## config.mk

```make
export PLATFORM = sky130hd
export DESIGN_NAME = ddr_rd_unpack
export DESIGN_NICKNAME = d
export VERILOG_FILES = /design/src/rtl/ddr_rd_unpack.sv
export SDC_FILE = /design/constraint.sdc
export NUM_CORES = 1
export LEC_CHECK = 0
export CORE_ASPECT_RATIO = 1.4
export CORE_MARGIN = 5
export CORE_UTILIZATION = 62
export DETAILED_ROUTE_END_ITERATION = 7
export GPL_ROUTABILITY_DRIVEN = 0
export PLACE_DENSITY = 0.77
export RECOVER_POWER = 100
export SYNTH_ARGS = -nofsm -noshare
export SYNTH_HDL_FRONTEND = slang
export SYNTH_SLANG_ARGS = --single-unit
export TNS_END_PERCENT = 20
```

## constraint.sdc

```tcl
create_clock -name clk -period 5.3 [get_ports clk]
set_input_delay 1.325 -clock clk [delete_from_list [all_inputs] [get_ports clk]]
set_output_delay 1.325 -clock clk [all_outputs]
set_load 0.01 [all_outputs]
```

## src/rtl/ddr_rd_unpack.sv

```systemverilog
// ddr_rd_unpack
//   Buffers 32-bit words read back from DDR in a small word FIFO and unpacks
//   each word into two 16-bit samples (low half first) for the wavelet stage.
//   The read request back to the DDR controller ("empty") is driven by a
//   credit scheme. The request stays high only while the buffer can still
//   absorb a full burst on top of the words already stored and the words
//   already promised. An accepted burst therefore can never overflow the FIFO.
//
// Ports
//   clk          phy_clk, all logic on the rising edge
//   reset        asynchronous, active-low
//   write_fifo   DDR read-data valid, rdata captured this cycle
//   rdata        DDR read word, [15:0] older sample, [31:16] newer sample
//   rd_addr_up   one-cycle pulse: a read burst was accepted by the controller
//   empty        registered read request to the controller
//   sample       current output sample
//   sample_valid sample is valid (FIFO holds at least one word)
//   sample_ready wavelet stage accepts the sample
//   level        number of stored words, 0..2^DEPTH_LOG2
//   overflow     sticky: a word arrived while the FIFO was full
module ddr_rd_unpack #(
  parameter int DATA_WIDTH   = 32,
  parameter int SAMPLE_WIDTH = 16,
  parameter int DEPTH_LOG2   = 5,
  parameter int BURST_LEN    = 4
) (
  input  logic                    clk,
  input  logic                    reset,
  input  logic                    write_fifo,
  input  logic [DATA_WIDTH-1:0]   rdata,
  input  logic                    rd_addr_up,
  output logic                    empty,
  output logic [SAMPLE_WIDTH-1:0] sample,
  output logic                    sample_valid,
  input  logic                    sample_ready,
  output logic [DEPTH_LOG2:0]     level,
  output logic                    overflow
);

  localparam int              DEPTH   = 1 << DEPTH_LOG2;
  localparam int              CW      = DEPTH_LOG2 + 1;
  localparam logic [CW-1:0]   DEPTH_C = CW'(DEPTH);
  localparam logic [CW-1:0]   BURST_C = CW'(BURST_LEN);

  logic [DATA_WIDTH-1:0] mem [DEPTH];
  logic [DEPTH_LOG2-1:0] wptr;
  logic [DEPTH_LOG2-1:0] rptr;
  logic [CW-1:0]         count;
  logic [CW-1:0]         pending;
  logic                  phase;

  logic                  push;
  logic                  pop;
  logic [CW-1:0]         count_nxt;
  logic [CW-1:0]         pending_nxt;
  logic [DATA_WIDTH-1:0] head_word;

  // Outstanding-credit update: a new burst adds BURST_LEN, each accepted
  // word retires one. The retire saturates at zero, so unsolicited data does
  // not wrap the counter. The add saturates at all-ones, so a controller that
  // keeps accepting bursts beyond the request cannot wrap it either.
  function automatic logic [CW-1:0] credit_next(input logic [CW-1:0] cur,
                                                input logic          add,
                                                input logic          take);
    logic [CW:0] sum;
    sum = {1'b0, cur} + (add ? {1'b0, BURST_C} : {(CW+1){1'b0}});
    if (take && (sum != '0)) sum = sum - (CW+1)'(1);
    if (sum[CW]) return '1;
    return sum[CW-1:0];
  endfunction

  // Room for another burst once stored and promised words are accounted for.
  // Signed so that over-committed credit (negative room) compares correctly.
  function automatic logic burst_room(input logic [CW-1:0] cnt,
                                      input logic [CW-1:0] pend);
    logic signed [CW+1:0] room;
    room = $signed({2'b00, DEPTH_C}) - $signed({2'b00, cnt})
         - $signed({2'b00, pend});
    return room >= $signed({2'b00, BURST_C});
  endfunction

  assign push         = write_fifo && (count != DEPTH_C);
  assign sample_valid = (count != '0);
  // A word leaves the FIFO only when its upper (second) half is taken.
  assign pop          = sample_valid && sample_ready && phase;
  assign count_nxt    = count + CW'(push) - CW'(pop);
  assign pending_nxt  = credit_next(pending, rd_addr_up, push);
  assign level        = count;

  // Sample comes straight from the stored head word, so it holds steady for
  // as long as rptr and phase do, which is across any stall.
  assign head_word    = mem[rptr];
  assign sample       = phase ? head_word[DATA_WIDTH-1 -: SAMPLE_WIDTH]
                              : head_word[SAMPLE_WIDTH-1:0];

  always_ff @(posedge clk) begin
    if (push) mem[wptr] <= rdata;
  end

  always_ff @(posedge clk or negedge reset) begin
    if (!reset) begin
      wptr     <= '0;
      rptr     <= '0;
      count    <= '0;
      pending  <= '0;
      phase    <= 1'b0;
      overflow <= 1'b0;
      empty    <= 1'b1;
    end else begin
      if (push) wptr <= wptr + DEPTH_LOG2'(1);
      if (write_fifo && !push) overflow <= 1'b1;
      if (sample_valid && sample_ready) phase <= ~phase;
      if (pop) rptr <= rptr + DEPTH_LOG2'(1);
      count   <= count_nxt;
      pending <= pending_nxt;
      empty   <= burst_room(count_nxt, pending_nxt);
    end
  end

endmodule

```

=== Yosys cells after proc, flatten, opt, wreduce, memory -nomap -nowiden ===
Memory sizes are Yosys's and may differ from the RTL's.
Cells that the tools add are included.

* Flip-flop bits (word level): 25
* RAM bits: 1024
* Input port bits: 37
* Output and inout port bits: 25
* Memories: 1

* $add $sub $neg: 8
* $lt $le $gt $ge: 1
* Eq/ne operators: 1
* Mux-type cells: 8
* Bitwise gates (word level): 1
* Reductions and logical operators: 8

{| class="wikitable"
|+ Memory list
! name !! depth !! bits a word !! rd ports !! clocked after Yosys merged registers in !! wr ports !! line !! source
|-
| mem || 32 || 32 || 1 || 0 || 1 || 45 || <nowiki>logic [DATA_WIDTH-1:0] mem [DEPTH];</nowiki>
|}

{| class="wikitable"
|+ Operator list
! operator !! count
|-
| $mux 16 || 1
|-
| $mux 6 || 2
|-
| $add 5x1->5 const B || 2
|-
| $ge 8x4->1 const B || 1
|-
| $sub 7x7->8 || 1
|-
| $add 6x3->7 || 1
|-
| $mux 7 || 1
|-
| $reduce_bool 7->1 || 1
|-
| $sub 6x6->7 const A || 1
|-
| $sub 7x1->7 const B || 1
|-
| $add 6x1->6 || 1
|-
| $ne 6x6->1 const B || 1
|-
| $reduce_bool 6->1 || 1
|-
| $sub 6x1->6 || 1
|-
| $logic_and 1x1->1 || 5
|-
| $mux 1 || 3
|-
| $mux 3 || 1
|-
| $logic_not 1->1 || 1
|-
| $not 1->1 || 1
|}

=== Logic depth before layout (Yosys ltp) ===
Gate-level depths: netlist (run 1).

* Depth in word-level cells: 9
* Depth in mapped cells: 25

=== Worst setup path before layout (run 1) ===
No wires, ideal clock.

* Path type: input to register
* Start: in rd_addr_up
* End: reg empty
* Library setup time: 0.081 ns
* Arrival time: 4.810 ns
* Setup slack: 0.409 ns
* Cell stages on the path: 18
* Cells stage by stage: ha_1 -> ha_1 -> buf_2 -> nand2_1 -> o21ai_2 -> a2111oi_4 -> nor2b_1 -> o2bb2ai_2 -> nand2b_1 -> ha_1 -> inv_1 -> fa_1 -> a21o_1 -> a21oi_1 -> mux2i_1 -> or4_1 -> o22ai_1 -> nor4_1

* Longest elaborated chain between the ends: 9
* Elaborated cells between the ends (all ways): 10
* Those cells by class: 3 x add/sub; 1 x order compare; 4 x mux; 2 x reduce/logical

{| class="wikitable"
|+ Ends and longest elaborated chain
! element !! line !! source
|-
| start, declared || 31 || <nowiki>input logic rd_addr_up,</nowiki>
|-
| $mux 3 * || 66 || <nowiki>sum = {1'b0, cur} + (add ? {1'b0, BURST_C} : {(CW+1){1'b0}});</nowiki>
|-
| $add 6x3->7 * || 66 ||
|-
| branches (longest 2 deep; another with $sub 7x1->7) || - ||
|-
| $mux 7 * || 67 || <nowiki>if (take && (sum != '0)) sum = sum - (CW+1)'(1);</nowiki>
|-
| $mux 1 || 68 || <nowiki>if (sum[CW]) return '1;</nowiki>
|-
| $mux 6 * || 69 || <nowiki>return sum[CW-1:0];</nowiki>
|-
| net pending_nxt[0] || 55 || <nowiki>logic [CW-1:0] pending_nxt;</nowiki>
|-
| $sub 7x7->8 * || 78 || <nowiki>- $signed({2'b00, pend});</nowiki>
|-
| $ge 8x4->1 * || 79 || <nowiki>return room >= $signed({2'b00, BURST_C});</nowiki>
|-
| end signal, assigned || 116 || <nowiki>empty <= burst_room(count_nxt, pending_nxt);</nowiki>
|-
| end, declared || 32 || <nowiki>output logic empty,</nowiki>
|}

Mark *: on every way through the listed nets, which the timed path passes.
A chain may end at the register's enable or synchronous reset.

=== Worst setup path after layout (run 1) ===
* Start: reg rptr[2]
* End: out sample[9]

* Longest elaborated chain between the ends: 2

{| class="wikitable"
|+ Ends and longest elaborated chain
! element !! line !! source
|-
| start, declared || 47 || <nowiki>logic [DEPTH_LOG2-1:0] rptr;</nowiki>
|-
| start signal, assigned || 113 || <nowiki>if (pop) rptr <= rptr + DEPTH_LOG2'(1);</nowiki>
|-
| $mem_v2 32x32 || - ||
|-
| $mux 16 || 93 || <nowiki>assign sample = phase ? head_word[DATA_WIDTH-1 -: SAMPLE_WIDTH]</nowiki>
|-
| end, declared || 33 || <nowiki>output logic [SAMPLE_WIDTH-1:0] sample,</nowiki>
|}

No other way between the ends.

==> metrics, run 1 <==
synthesized instance count=between 1500 and 2000; minimum clock period after layout=about 5300 ps; wire length per cell after detailed routing=34.1 um; warning count from the yosys run=0; Post-synth top flop=edfxtp_1; number of top-level pins=62; floorplan die area=just over 0.07 mm2; hold violation count in the final report=0; buffers from clock root to sink, at most=3; fraction of layout instances using a drive strength above 1=a little over a fifth; Post-Syn Area per Cell=roughly 21 um2; Post-Syn Area=approximately 0.041 mm2; HPWL after detailed placement=~57000 um; count of flip-flops with a built-in enable after synthesis=~1000; achievable clock frequency=approximately 190 MHz; fraction of power consumed by sequential logic=between 30 and 40%; total power per unit cell area=between 500 and 600 mW/mm2; internal power component=~17 mW; number of max-slew violations in the final report=~540; H-tree levels=3; clock tree from TritonCTS=built; Mapped Nets=2020; buffer type at the clock tree root=clkbuf_16; flops & latches, synth=1049; startpoint types=flop; fraction of the yosys area taken by sequential cells=around three quarters; critical path fanouts, max=22; clock network fraction of total power=26.8%; hold crit path type=flop to flop; violations in the final reports=capacitance limit, slew limit; required time of the critical path=just under 4000 ps; standard cell core area=between 0.06 and 0.07 mm2; clk sinks=1049; placed insts=between 2000 and 3000; number of rows created at floorplan=111; final cycle utilization of the critical path=just under 100%; vias after detailed routing=21228; via count normalized by instance count=6.96; Vert. Die Dim=314 um; Sw Share=between 30% and 40%; Worst-Skew Late Latency=670 ps; result of the run=complete, but fails checks; net count reported at finish=between 2000 and 2500; number of input and output port buffers inserted=between 60 and 70; Clock Skew=around 31 ps; setup violators final=0; via count of the first global-routing pass=22189; Max-Slew Margin vs Limit=-53.4%; Initial Util=roughly 63%; overall overflow remaining after global route=0; area growth from synthesis to layout=12.5%; total routed wirelength=104000 um; category of the worst setup path capture point=output pin; Final Cell Area=around 0.046 mm2; drc violations=0; Leak=around 15 nW; TritonRoute pass-1 iters=5; floorplan die width=227 um; number of routed nets with antenna violations=0; total placed instance area=0.0435 mm2; net load switching power=about 8.0 mW; number of buffers created by CTS=between 90 and 100; largest net degree at the start of global routing=52; highest ir drop seen on vdd=approximately 600 uV; data arrival time of the worst path=3930 ps; initial antenna violation count=4; Hold Crit Depth=1; DRT iter0 DRCs=about 2800; setup repair after global routing missed its margin=false; count of cells along the worst register-to-register path=8; Clk pin slew, worst setup/hold paths=approximately 60 ps; portion of total power attributed to combinational logic=roughly 33%; share of flip-flops with an asynchronous set or reset=about 2.4%; max-cap viol count=30; overall track demand over capacity in global routing=29.7%; hold buffers post-CTS=0; first-pass GRT wire length=150000 um; filler-free cell count of the finished design=around 3100; worst setup path class=flop to output pin; number of distinct library cells after synthesis=65; pin slew with the least headroom to its limit=approximately 2300 ps
synthesized netlist by cell type (all sizes together) (21+ instances only):
library cell	instances	share of area (%)
edfxtp	1024	75
mux2i	138	3.4
o221ai	23	0.49
a211oi	24	0.44
a21oi	36	0.44
buf	72	1.1
a22oi	28	0.51
clkbuf	34	0.31
ha	25	0.76
inv	21	0.19
o21ai	26	0.33
dfrtp	24	1.5
nand2	34	0.32
nor2	62	0.57
o22ai	32	0.49
mux4	205	11
per-layer routing:
metal	vias up	track usage (%)	routed length [um]
li1	8489	-	-
met1	10965	38.0	34100
met2	1460	49.7	53200
met3	312	6.19	11200
met4	2	13.1	5570
met5	-	0	12
through the flow:
stage	setup WS (ps)	total power [mW]	util (%)	hold slack [ps]	setup TNS, ps
2_1_floorplan	409	15.5	-	493	0
3_3_place_gp	-17.2	18.3	66.4	446	-17.2
3_5_place_dp	-179	18.5	66.4	447	-179
4_1_cts	-5.40	25.3	71.1	463	-10.3
5_1_grt	5.15	26.2	70.4	504	0
6_report	40.9	25.2	70.4	453	0
power groups by stage:
stage               Sequential (mW)  Combinational [mW]  Clock [mW]
floorplan                      10.0                5.54           0
CTS                            10.0                8.47        6.84
finish                         10.0                8.40        6.77
global placement               10.2                8.08           0
detailed placement             10.3                8.26           0
global route                   10.1                8.88        7.21
logic make-up after synthesis:
family | count (synthesis) | synth area share, %
DFF | 1049 | 76.5
AOI/OAI and AO/OA | 219 | 3.80
adders and majority gates | 27 | 0.860
buffers and inverters | 127 | 1.62
xor gates and xnor gates | 18 | 0.384
muxes | 350 | 14.8
and+or+nand+nor | 166 | 2.01
layout make-up:
class                           count  area [um2]
Timing Repair Buffer              181        1490
Clock inverter                     48         469
Clock buffer                      122        2580
Antenna cell                        3        7.51
Inverter                           21        78.8
Multi-Input combinational cell    780        9080
Fill cell                        3765       19400
Tap cell                          847        1060
Sequential cell                  1049       31400
worst paths after layout:
kind / from / end / slack [ps]
max: rptr[2] / sample[9] / 40
min: overflow / overflow / 450
max reg2reg: level[2] / mem[31][24] / 270
min reg2reg: overflow / overflow / 450
max in group asynchronous: reset / rptr[0] / 2480
min in group asynchronous: reset / rptr[1] / 1630
registers in the layout, summed over array words and instances (netlist names):
register and count:
empty 1, level 6, overflow 1, phase 1
wptr 5, mem 1024, pending 6, rptr 5
critical path, stage by stage (launching register included):
cell,delay [ps]
dfrtp_1,440
clkbuf_4,300
nor2b_2,310
nand2_2,540
o221ai_1,390
a221oi_1,90
nor2_1,380
and3_1,250
clkdlybuf4s50_1,550
layout by cell type, fill, tap and decap left out, drive strengths merged, types with 28 or more instances in the layout:
cell type and instances:
dlygate4sd3 45, a21oi 36, buf 63, nor2 62, clkbuf 179, o22ai 32, mux2i 138, a22oi 28
mux4 205, clkinv 33, edfxtp 1024, nand2 34
timing repair:
action                                 CTS  global route
endpoints found under the hold margin    0             0
setup endpoints to repair                8             5
pin swaps                                0             0
gates resized for setup                  2             2
cloned                                   0             0
buffers inserted                         4             1
No activity file was read; power rests on OpenSTA's default activity.
==> run 2, diff against run 1 <==
==> constraint.sdc (replaced) <==
create_clock -name clk -period 4.84 [get_ports clk]
set_input_delay 1.21 -clock clk [delete_from_list [all_inputs] [get_ports clk]]
set_output_delay 1.21 -clock clk [all_outputs]
set_load 0.1 [all_outputs]
==> metrics, run 2 (synthesized netlist as in run 1, its figures left out) <==
result of the run=finished, final reports clean; first-pass GRT wire length=147000 um (-2.2%); leading cell types in the layout, fill and taps excluded=edfxtp_1 (1024), mux4_2 (205), mux2i_1 (138); number of inserted filler cells in the final layout=3672 (-2.5%); Vert. Die Dim=314 um (unchanged); data arrival time of the worst path=3550 ps (-380 ps); setup violators final=0 (unchanged); floorplan die area=0.0715 mm2 (unchanged); Leak=15.2 nW (+2.2%); minimum clock period after layout=approximately 4800 ps; hold crit path type=flop to flop; clock tree from TritonCTS=built; max reg flops=1024 (unchanged); total power per unit cell area=638 mW/mm2 (+17%); achievable clock frequency=approximately 210 MHz; pin slew with the least headroom to its limit=1270 ps (-1020 ps); crit path buf inv count=4 (+2); area growth from synthesis to layout=14.5%; wire length per cell after detailed routing=33.2 um (-2.7%); clk sinks=1049 (unchanged); fraction of layout instances using a drive strength above 1=25.5% (+4.6 points); overall track demand over capacity in global routing=28.7% (-0.95 points); via count normalized by instance count=6.97 (+0.17%); via count of the first global-routing pass=21930 (-1.2%); number of max-slew violations in the final report=0 (-100%); cell with the largest stage delay on the worst path=dfrtp_4; standard cell core area=0.0656 mm2 (unchanged); net count reported at finish=2207 (+0.82%); critical path fanouts, max=13 (-41%); buffer type at the clock tree root=clkbuf_16; largest stage delay on the critical path=570 ps (+20 ps); HPWL after detailed placement=57800 um (+1.7%); DRT iter0 DRCs=2788 (-1.3%); largest net degree at the start of global routing=57 (+9.6%); Final Cell Area=0.0470 mm2 (+1.8%); number of input and output port buffers inserted=61 (unchanged); H-tree levels=3 (unchanged); utilization of the core after routing=71.7% (+1.3 points); total routed wirelength=102000 um (-2.3%); category of the worst setup path capture point=output pin; vias after detailed routing=21362 (+0.63%); max-cap viol count=0 (-100%); number of top-level pins=62 (unchanged); buffers from clock root to sink, at most=3 (unchanged); Initial Util=62.6% (unchanged); drc violations=0 (unchanged); required time of the critical path=3630 ps (-340 ps); Top reg by flops=mem; cell type group with the largest total delay on the critical path=compound AO/OA/AOI/OAI gates; Clk pin slew, worst setup/hold paths=70 ps (about the same); hold buffers post-CTS=0 (unchanged); TritonRoute pass-1 iters=6 (+1); commonest non-fill, non-tap cell in the layout=edfxtp_1; total placed instance area=0.0439 mm2 (+0.86%); cells traversed along the worst timing path=buf_4, buf_12, nand3b_2, o221ai_1, a21oi_1, o21ai_0, o21ai_1, nor3_1, buf_4, buf_12; floorplan die width=227 um (unchanged); worst setup path class=flop to output pin; startpoint types=flop; number of rows created at floorplan=111 (unchanged); number of routed nets with antenna violations=0 (unchanged); number of buffers created by CTS=91 (-1.1%); initial antenna violation count=1 (-3); highest ir drop seen on vdd=995 uV (+65%); overall overflow remaining after global route=0 (unchanged); Worst-Skew Late Latency=660 ps (about the same); hold violation count in the final report=0 (unchanged); setup repair after global routing missed its margin=true; final cycle utilization of the critical path=between 90% and 100%; Clock Skew=25.1 ps (-6.26 ps); Max-Slew Margin vs Limit=15.3% (+69 points)
-- run 2: cell count changes in the layout (fill, tap and decap cells not counted), sizes merged, moves of 3 or more --
cell           before  now
clkbuf            179  116
buf                63  153
clkdlybuf4s50      16   43
clkinvlp            4    8
bufinv              8   11
clkinv             33   29
dlygate4sd3        45    2
-- run 2: worst register-to-register path, delay by kind of cell (launching register included) --
family | cells | cell delay (ps)
and+or+nand+nor | 7 | 1640
AOI/OAI and AO/OA | 3 | 560
muxes | 1 | 100
buffers and inverters | 4 | 250
xor gates and xnor gates | 1 | 200
DFF | 1 | 480
adders and majority gates | 5 | 1340
-- run 2: routing by layer --
metal / routed length [um] / vias to the layer above / GRT usage, % / share of wire [%]
li1: - / 8528 / - / -
met1: 34400 / 11097 / 38.2 / 34
met2: 52600 / 1459 / 48.5 / 52
met3: 10200 / 278 / 4.82 / 10
met4: 4570 / 0 / 11.1 / 4.5
met5: 0 / - / 0 / 0
-- run 2: final timing paths --
path | startpoint | cells after the start | end | slack (ps)
max | rptr[0] | 10 | sample[3] | 80
min | overflow | 1 | overflow | 480
max reg2reg | level[2] | 21 | empty | 210
min reg2reg | overflow | 1 | overflow | 480
max in group asynchronous | reset | 2 | rptr[0] | 2390
min in group asynchronous | reset | 1 | level[2] | 860
-- run 2: what timing repair did --
| item | in CTS | in global routing |
|---|---|---|
| buffers inserted | 2 | 5 |
| gates resized for setup | 1 | 8 |
| pin swaps | 0 | 0 |
| endpoints found under the setup margin | 12 | 5 |
-- run 2: final cells by class --
| type | instances | area [um2] | share of cell area, % |
|---|---|---|---|
| inverters | 21 | 78.8 | 0.168 |
| diodes | 1 | 2.50 | 0.00533 |
| well taps | 847 | 1060 | 2.26 |
| multi-input cells | 780 | 9270 | 19.7 |
| clock buffers | 114 | 2390 | 5.10 |
| flip-flops and latches | 1049 | 31400 | 66.8 |
| repair buffers | 200 | 2190 | 4.67 |
| clock inverters | 53 | 581 | 1.24 |
-- run 2: power by group --
| part | switching [mW] | internal (mW) | total, mW |
|---|---|---|---|
| clock | 3.19 | 4.12 | 7.31 |
| combinational | 6.92 | 4.75 | 11.7 |
| sequential | 0.366 | 10.6 | 11.0 |
-- run 2: through the flow --
step                std cells  power [mW]  TNS [ps]  hold slack [ps]  worst slack [ps]
floorplan                1956        18.5         0              498              3.60
global placement         2890        22.2      -252              445              -252
detailed placement       2890        22.5      -480              468              -480
CTS                      3059        29.9         0              485              5.76
global route             3064        31.0     -62.6              513             -62.6
finish                   3065        30.0         0              479              79.7
